<file path="config.mk">
export PLATFORM = sky130hd
export DESIGN_NAME = fetch_stage
export DESIGN_NICKNAME = d
export VERILOG_FILES = /design/src/rtl/fetch_pkg.sv /design/src/rtl/fetch_skid_buf.sv /design/src/rtl/fetch_stage.sv
export SDC_FILE = /design/constraint.sdc
export NUM_CORES = 1
export LEC_CHECK = 0
export BUFFER_PORTS_ARGS = -buffer_cell sky130_fd_sc_hd__buf_2
export CAP_MARGIN = 10
export CORE_MARGIN = 10
export CORE_UTILIZATION = 55
export DETAILED_ROUTE_END_ITERATION = 16
export PLACE_DENSITY = 0.79
export SLEW_MARGIN = 20
export SYNTH_ARGS = -nofsm -noshare
export SYNTH_HDL_FRONTEND = slang
export SYNTH_SLANG_ARGS = --single-unit
</file>
<file path="constraint.sdc">
create_clock -name clk_i -period 2.9 [get_ports clk_i]
set_input_delay 0.145 -clock clk_i [delete_from_list [all_inputs] [get_ports clk_i]]
set_output_delay 0.145 -clock clk_i [all_outputs]
set_load 0.03 [all_outputs]
</file>
<file path="src/rtl/fetch_pkg.sv">
// Shared fetch/decode definitions: fetch FSM states and instruction field positions.
package fetch_pkg;

    localparam int unsigned InstrWidth  = 32;
    localparam int unsigned PcIncr      = 4;
    localparam int unsigned OpcodeMsb   = 31;
    localparam int unsigned OpcodeLsb   = 26;
    localparam int unsigned FuncMsb     = 5;
    localparam int unsigned FuncLsb     = 0;
    localparam int unsigned OpcodeWidth = OpcodeMsb - OpcodeLsb + 1;
    localparam int unsigned FuncWidth   = FuncMsb - FuncLsb + 1;

    typedef enum logic [1:0] {
        StBoot,
        StFetch,
        StBlocked
    } fetch_state_e;

    function automatic logic [OpcodeWidth-1:0] get_opcode(input logic [InstrWidth-1:0] instr);
        return instr[OpcodeMsb:OpcodeLsb];
    endfunction

    function automatic logic [FuncWidth-1:0] get_func(input logic [InstrWidth-1:0] instr);
        return instr[FuncMsb:FuncLsb];
    endfunction

endpackage

</file>
<file path="src/rtl/fetch_skid_buf.sv">
// One-entry skid buffer holding a fetched word and its PC+4 while the decoder stalls.
module fetch_skid_buf
    import fetch_pkg::*;
#(
    parameter int unsigned Aw = 32
) (
    input  logic                  clk_i,
    input  logic                  rst_ni,
    input  logic                  push_i,
    input  logic                  pop_i,
    input  logic                  flush_i,
    input  logic [InstrWidth-1:0] data_i,
    input  logic [Aw-1:0]         pc4_i,
    output logic [InstrWidth-1:0] data_o,
    output logic [Aw-1:0]         pc4_o,
    output logic                  full_o
);

    logic [InstrWidth-1:0] data_q;
    logic [Aw-1:0]         pc4_q;
    logic                  full_q;

    // Flush wins over push so a redirect can never leave a stale word behind.
    always_ff @(posedge clk_i or negedge rst_ni) begin
        if (!rst_ni) begin
            data_q <= '0;
            pc4_q  <= '0;
            full_q <= 1'b0;
        end else if (flush_i) begin
            full_q <= 1'b0;
        end else if (push_i) begin
            data_q <= data_i;
            pc4_q  <= pc4_i;
            full_q <= 1'b1;
        end else if (pop_i) begin
            full_q <= 1'b0;
        end
    end

    assign data_o = data_q;
    assign pc4_o  = pc4_q;
    assign full_o = full_q;

endmodule

</file>
<file path="src/rtl/fetch_stage.sv">
// Instruction-fetch stage: owns the PC, handshakes with instruction memory and feeds the decoder.
module fetch_stage
    import fetch_pkg::*;
#(
    parameter int unsigned   Aw      = 32,
    parameter logic [Aw-1:0] ResetPc = '0
) (
    input  logic                   clk_i,
    input  logic                   rst_ni,
    output logic                   imem_req_o,
    output logic [Aw-1:0]          imem_addr_o,
    input  logic                   imem_ready_i,
    input  logic [InstrWidth-1:0]  imem_rdata_i,
    input  logic                   stall_i,
    input  logic                   pcsrc_i,
    input  logic [Aw-1:0]          branch_target_i,
    output logic [InstrWidth-1:0]  instr_o,
    output logic                   instr_valid_o,
    output logic [Aw-1:0]          pc_plus4_o,
    output logic [OpcodeWidth-1:0] opcode_o,
    output logic [FuncWidth-1:0]   func_o
);

    localparam logic [Aw-1:0] Incr = Aw'(PcIncr);

    fetch_state_e          state_q, state_d;
    logic [Aw-1:0]         pc_q, pc_d;
    logic [Aw-1:0]         tgt_q, tgt_d;
    logic                  discard_q, discard_d;
    logic [InstrWidth-1:0] instr_q, instr_d;
    logic                  instr_valid_q, instr_valid_d;
    logic [Aw-1:0]         pc_plus4_q, pc_plus4_d;

    logic                  skid_push, skid_pop, skid_flush, skid_full;
    logic [InstrWidth-1:0] skid_data;
    logic [Aw-1:0]         skid_pc4;
    logic [Aw-1:0]         pc_inc;
    logic                  consume;

    assign pc_inc  = pc_q + Incr;
    assign consume = instr_valid_q && !stall_i;

    always_comb begin
        state_d       = state_q;
        pc_d          = pc_q;
        tgt_d         = tgt_q;
        discard_d     = discard_q;
        instr_d       = instr_q;
        instr_valid_d = instr_valid_q;
        pc_plus4_d    = pc_plus4_q;
        skid_push     = 1'b0;
        skid_pop      = 1'b0;
        skid_flush    = 1'b0;

        if (pcsrc_i) begin
            instr_valid_d = 1'b0;
            skid_flush    = 1'b1;
            state_d       = StFetch;
            // An in-flight request must complete on its old address; remember the target.
            if (state_q == StFetch && !imem_ready_i) begin
                discard_d = 1'b1;
                tgt_d     = branch_target_i;
            end else begin
                discard_d = 1'b0;
                pc_d      = branch_target_i;
            end
        end else begin
            if (consume) begin
                instr_valid_d = 1'b0;
            end
            unique case (state_q)
                StBoot: state_d = StFetch;
                StFetch: begin
                    if (imem_ready_i) begin
                        if (discard_q) begin
                            discard_d = 1'b0;
                            pc_d      = tgt_q;
                        end else begin
                            pc_d = pc_inc;
                            if (!instr_valid_q || consume) begin
                                instr_d       = imem_rdata_i;
                                pc_plus4_d    = pc_inc;
                                instr_valid_d = 1'b1;
                            end else begin
                                skid_push = 1'b1;
                                state_d   = StBlocked;
                            end
                        end
                    end
                end
                StBlocked: begin
                    if (consume) begin
                        instr_d       = skid_data;
                        pc_plus4_d    = skid_pc4;
                        instr_valid_d = 1'b1;
                        skid_pop      = 1'b1;
                        state_d       = StFetch;
                    end
                end
                default: state_d = StBoot;
            endcase
        end
    end

    always_ff @(posedge clk_i or negedge rst_ni) begin
        if (!rst_ni) begin
            state_q       <= StBoot;
            pc_q          <= ResetPc;
            tgt_q         <= '0;
            discard_q     <= 1'b0;
            instr_q       <= '0;
            instr_valid_q <= 1'b0;
            pc_plus4_q    <= '0;
        end else begin
            state_q       <= state_d;
            pc_q          <= pc_d;
            tgt_q         <= tgt_d;
            discard_q     <= discard_d;
            instr_q       <= instr_d;
            instr_valid_q <= instr_valid_d;
            pc_plus4_q    <= pc_plus4_d;
        end
    end

    fetch_skid_buf #(
        .Aw(Aw)
    ) u_skid (
        .clk_i  (clk_i),
        .rst_ni (rst_ni),
        .push_i (skid_push),
        .pop_i  (skid_pop),
        .flush_i(skid_flush),
        .data_i (imem_rdata_i),
        .pc4_i  (pc_inc),
        .data_o (skid_data),
        .pc4_o  (skid_pc4),
        .full_o (skid_full)
    );

    assign imem_req_o    = (state_q == StFetch);
    assign imem_addr_o   = pc_q;
    assign instr_o       = instr_q;
    assign instr_valid_o = instr_valid_q;
    assign pc_plus4_o    = pc_plus4_q;
    assign opcode_o      = get_opcode(instr_q);
    assign func_o        = get_func(instr_q);

endmodule

</file>
==> results of run 1 <==
[flip-flops by register name, summed over array words and instances (netlist names)]
| register | cells |
|---|---|
| instr_o | 32 |
| imem_addr_o | 32 |
| state_q | 2 |
| u_skid.data_o | 32 |
| u_skid.pc4_o | 32 |
| tgt_q | 32 |
| discard_q | 1 |
| pc_plus4_o | 32 |
| instr_valid_o | 1 |
[critical path: cells and delay by family, from the launching register on]
kind	cells	cell delay (ns)
AOI/OAI and AO/OA	1	0.15
xor gates and xnor gates	1	0.24
DFF	1	0.51
and+or+nand+nor	3	1.00
adders and majority gates	1	0.31
[what timing repair did]
action | 4_1_cts | 5_1_grt
hold buffers | 65 | 0
endpoints found under the setup margin | 0 | 0
endpoints found under the hold margin | 157 | 0
[metrics by stage]
stage          total power (uW)  hold WS [ns]
4_1_cts                   13200         0.146
3_5_place_dp              10700         0.278
3_3_place_gp              10500         0.278
2_1_floorplan              8960        -0.151
6_report                  13200         0.167
5_1_grt                   14000         0.207
[Yosys cell counts, drive strengths merged, types with 17 or more instances]
master and n:
xnor2 17, o21ai 103, nor2 32, a21oi 36, clkbuf 46, nand4 17
mux2i 46, nand2 115, nand3 23, dfrtp 196, buf 39, mux2 74
inv 20
[per-layer routing]
metal / vias up / wire [um]
met5: - / 0
met4: 0 / 348
met3: 27 / 2400
met2: 331 / 12000
met1: 3792 / 11300
li1: 3661 / -
[power groups by stage]
stage               Clock [uW]  Combinational [uW]  Sequential, uW
floorplan                    0                3050            5900
global placement             0                5600            4910
detailed placement           0                5720            4990
CTS                       2450                5810            4940
global route              2560                6310            5140
finish                    2420                5800            4970
[worst max path at each step]
stage / from / end / slack [ns]
6_report: imem_addr_o[2] / u_skid.pc4_o[30] / 0.51
5_1_grt: imem_addr_o[2] / u_skid.pc4_o[30] / 0.31
4_1_cts: imem_addr_o[2] / u_skid.pc4_o[30] / 0.53
3_3_place_gp: imem_addr_o[2] / u_skid.pc4_o[30] / 0.66
3_5_place_dp: imem_addr_o[2] / u_skid.pc4_o[30] / 0.56
2_1_floorplan: imem_addr_o[2] / imem_addr_o[28] / 0.65
[kinds of logic after synthesis]
group	count (synthesis)	synth area share
and+or+nand+nor	244	0.126
muxes	120	0.137
buffers and inverters	105	0.0496
AOI/OAI and AO/OA	219	0.141
xor gates and xnor gates	24	0.0222
DFF	196	0.518
adders and majority gates	5	0.00661
[cell type report]
class                           count  area (sq um)
Timing Repair Buffer              266          1750
Sequential cell                   196          4900
Clock buffer                       18           429
Fill cell                        1231          4990
Clock inverter                     14           171
Tap cell                          220           275
Inverter                           20          75.1
Multi-Input combinational cell    612          4110
==> reports/qor.yml, run 1 <==
first_iter_violations: 743
layout_worst_path_cycle_share: 0.823
synth_seq_area_share: 0.518
power_density_mw_per_mm2: 1130
viasPerCell: 5.80
min_from: "stall_i"
rows: 47
vias: 7811
place_area_sq_mm: 0.0105
numCtsBuffers: 17
reg2reg_setup_slack_ns: 0.51
relSlewSlack: 0.386
max_stage_delay_ns: 0.53
layout_common_cells: "dfrtp_1, buf_2, nand2_1, o21ai_0, mux2_2"
dpl.cell_count: 1249
final_nets: 1187
critPathArrivalTime_ns: 2.66
report.final.slew_viol_count: 0
final_antenna_net_count: 0
gr-total-overflow: 0
cts_root_buf: "clkbuf_16"
worst_path_max_delay_cell: "nor4_1"
syn-cell-area_sq_mm: 0.00946
drv_cap: 0
cts.clk_slew.worst_paths_ns: 0.07
yosysTopAreaCell: "dfrtp_1"
netlist_instances: 913
p_leak_uw: 0.00544
p_sw_frac: 0.446
synth-seq-cells: 196
hold_end: "instr_valid_o"
cts_resized: 0
start_util: 0.567
fin_cells: 1346
crit_type: "reg -> reg"
cp-start-kind: "register"
comb_power_share: 0.440
cts_setup_buffers: 0
power_frac_clock: 0.183
clk-insertion-delay-late_ns: 0.44
hold_class: "in -> reg"
place_ws_ns: 0.557
utilization: 0.701
reg2reg_depth: 6
p_switching_uw: 5880
gp_congestion: 0.901
cts_buffer_depth: 2
cts_tree: "yes"
fin_ws_ns: 0.515
clock_sinks: 196
dr.pass1.iters: 5
layout_commonest_cell: "dfrtp_1"
gr-usage-met3: 0.0615
intPower_uw: 7310
crit_fanout: 9
drive_gt1_frac: 0.285
dieHeight_um: 151
synth_nets: 987
port_buffers: 178
drt-wirelength-per-cell_um: 19.3
rsz0062_at_grt: "false"
crit_required_ns: 3.17
first_global_vias: 7692
synth.top_cell.area_share: 0.518
setup_tns_ns: 0
hold_depth: 5
die_area_sq_mm: 0.0229
gr-usage-met1: 0.314
crit_chain: "ha_1 > and4_1 > nand2_1 > nor4_1 > xnor2_1 > o21ai_0"
finish.instance_area_sq_mm: 0.0117
synth_area_leaders: "dfrtp_1, mux2_2, o21ai_0, mux2i_1, nand2_1"
ir_drop_mv: 0.556
fin_skew_ns: 0.00859
r2r-end: "u_skid.pc4_o[30]"
grt_pass1_wl_um: 41600
layout_min_cycle_time_ns: 2.39
worst_pin_slew_ns: 0.922
hold_viol: 0
r2r-start: "imem_addr_o[2]"
power_frac_seq: 0.377
coreArea_sq_mm: 0.0167
top_usage_layer: "met2"
ys_types: 59
use_met2: 0.351
crit_path_end_kind: "register"
drc: 0
io_pins: 179
outcome: "finished, final reports clean"
h-tree-depth: 4
yosys_warnings: 0
synthFlopType: "dfrtp_1"
fp.dieW_um: 151
area_growth_pct: 23.8
grtUsageTotal: 0.229
grt_start_max_net_pins: 96
hpwl_um: 17300
syn_area_per_cell_sq_um: 10.4
n_antenna_cell: 0
setup_viol_count_final: 0
fmax_mhz: 419
antenna_found_initial: 0
synthArstFlopShare: 1.00
routed_wl_um: 26000
synth_edf_count: 0
No activity file was read; power rests on OpenSTA's default activity.
==> run 2, diff against run 1 <==
clock period = 2.5 ns   (was 2.9 ns; I/O delays follow)
==> run 2 against run 1 <==
  * Fmax up 5.0%
  * Clock power up 11%
  * Clock-buffer cell count unchanged
  * Combinational power up 19%
  * Global-route usage up 0.081 points
  * Utilization up 0.14 points
  * Wire length up 0.25%
  * Critical path depth unchanged
  * Largest power group unchanged
  * Clock skew down 0.0020 ns
==> reports/qor.yml, run 2 (synthesized netlist as in run 1, its figures left out) <==
io_pins: 179  # unchanged
rows: 47  # unchanged
layout_worst_path_cycle_share: 0.909  # +0.0863
crit_required_ns: 2.80  # -0.37 ns
fin_skew_ns: 0.00659  # -0.00200 ns
cts_resized: 0  # unchanged
final_antenna_net_count: 0  # unchanged
power_density_mw_per_mm2: 1300  # +16%
drv_cap: 0  # unchanged
cts_root_buf: "clkbuf_16"
first_iter_violations: 628  # -15%
crit_path_end_kind: "register"
cp-start-kind: "register"
critPathArrivalTime_ns: 2.57  # -0.09 ns
final_nets: 1189  # +0.17%
worst_path_max_delay_cell: "nor4_1"
cts_tree: "yes"
fp.dieW_um: 151  # unchanged
drive_gt1_frac: 0.286  # +0.00127
outcome: "finished, final reports clean"
relSlewSlack: 0.502  # +0.116
grtUsageTotal: 0.230  # +0.000807
cts_buffer_depth: 2  # unchanged
worst_pin_slew_ns: 0.747  # -0.175 ns
area_growth_pct: 24.0
drt-wirelength-per-cell_um: 19.3  # +0.11%
first_global_vias: 7707  # +0.20%
fillCellCount: 1227  # -0.32%
ir_drop_mv: 0.680  # +22%
rsz0062_at_grt: "false"
seq_area_sq_mm: 0.00490  # unchanged
layout_common_cells: "dfrtp_1, buf_2, nand2_1, o21ai_0, mux2_2"
drc: 0  # unchanged
grt_start_max_net_pins: 103  # +7.3%
h-tree-depth: 4  # unchanged
port_buffers: 178  # unchanged
numCtsBuffers: 17  # unchanged
gp_congestion: 0.908  # +0.84%
hold_viol: 0  # unchanged
crit_type: "reg -> reg"
hold_ws_ns: 0.0759  # -0.0912 ns
routed_wl_um: 26000  # +0.25%
layout_commonest_cell: "dfrtp_1"
start_util: 0.567  # unchanged
multiInputGateArea_sq_mm: 0.00411  # unchanged
viasPerCell: 5.82  # +0.31%
grt_pass1_wl_um: 41800  # +0.33%
p_leak_uw: 0.00545  # +0.23%
n_antenna_cell: 0  # unchanged
crit_fanout: 6  # -3
max_stage_delay_ns: 0.54  # about the same
setup_tns_ns: 0  # unchanged
antenna_found_initial: 0  # unchanged
place_ws_ns: 0.269  # -0.288 ns
hpwl_um: 17600  # +1.6%
fin_ws_ns: 0.228  # -0.287 ns
hold_class: "in -> reg"
report.final.slew_viol_count: 0  # unchanged
cts.clk_slew.worst_paths_ns: 0.07  # about the same
setup_viol_count_final: 0  # unchanged
clock_sinks: 196  # unchanged
die_area_sq_mm: 0.0229  # unchanged
fmax_mhz: 440  # +5.0%
dr.pass1.iters: 5  # unchanged
clk-insertion-delay-late_ns: 0.44  # about the same
dieHeight_um: 151  # unchanged
vias: 7847  # +0.46%
layout_min_cycle_time_ns: 2.27  # -0.113 ns
gr-total-overflow: 0  # unchanged
crit_chain: "ha_1 > and4_1 > nand2_1 > nor4_1 > xnor2_1 > o211ai_1"
coreArea_sq_mm: 0.0167  # unchanged
==> run 2: changes by cell type in the layout (fill, tap and decap cells not counted), sizes merged <==
cell      previous run  this run
buf                200       202
bufinv               2         1
clkinv               4         3
clkinvlp             3         4
inv                 25        26
==> run 2: metal layers <==
metal	global-route usage	share of wire	vias up
met5	0	0	-
met4	0.0679	0.015	0
met3	0.0662	0.087	37
met2	0.352	0.46	322
met1	0.311	0.44	3828
li1	-	-	3660
==> run 2: stage by stage <==
stage / power, uW / utilization / cells / cell area (sq um)
after floorplan: 10400 / - / 913 / 9460
after global placement: 12200 / 0.629 / 1251 / 10500
after detailed placement: 12500 / 0.629 / 1251 / 10500
after CTS: 15300 / 0.703 / 1348 / 11700
after global routing: 16200 / 0.703 / 1348 / 11700
final: 15300 / 0.703 / 1348 / 11700
==> run 2: timing repair <==
item,CTS,global route
endpoints found under the hold margin,147,0
hold buffers,65,0
setup buffers,0,0
==> run 2: power breakdown <==
part           internal (uW)  total [uW]  switching [uW]
combinational           2370        6880            4510
sequential              4630        5730            1090
clock                   1400        2690            1280
total                   8410       15300            6880
==> run 2: worst paths after layout <==
path	start	to	slack [ns]	cells after the start
setup / recovery	imem_addr_o[3]	pc_plus4_o[30]	0.23	6
hold / removal	pcsrc_i	imem_addr_o[4]	0.08	3
setup reg to reg	imem_addr_o[3]	pc_plus4_o[30]	0.23	6
hold reg to reg	pc_plus4_o[27]	pc_plus4_o[27]	0.47	1
max in group asynchronous	rst_ni	u_skid.pc4_o[25]	1.51	3
min in group asynchronous	rst_ni	u_skid.data_o[21]	0.23	2
==> run 2: area by class of cell <==
cell class,instances,share of cell area
sequential,196,0.418
multi-input combinational,612,0.350
timing repair buffer,268,0.153
clock buffer,18,0.0366
tap,220,0.0235
clock inverter,14,0.0122
inverter,20,0.00640
==> run 2: worst max-delay path, delay by kind of cell (launching register included) <==
| family | cells | cell delay (ns) |
|---|---|---|
| simple gates | 3 | 1.04 |
| flops | 1 | 0.42 |
| fa+ha+maj | 1 | 0.28 |
| xor+xnor | 1 | 0.24 |
| compound gates | 1 | 0.15 |
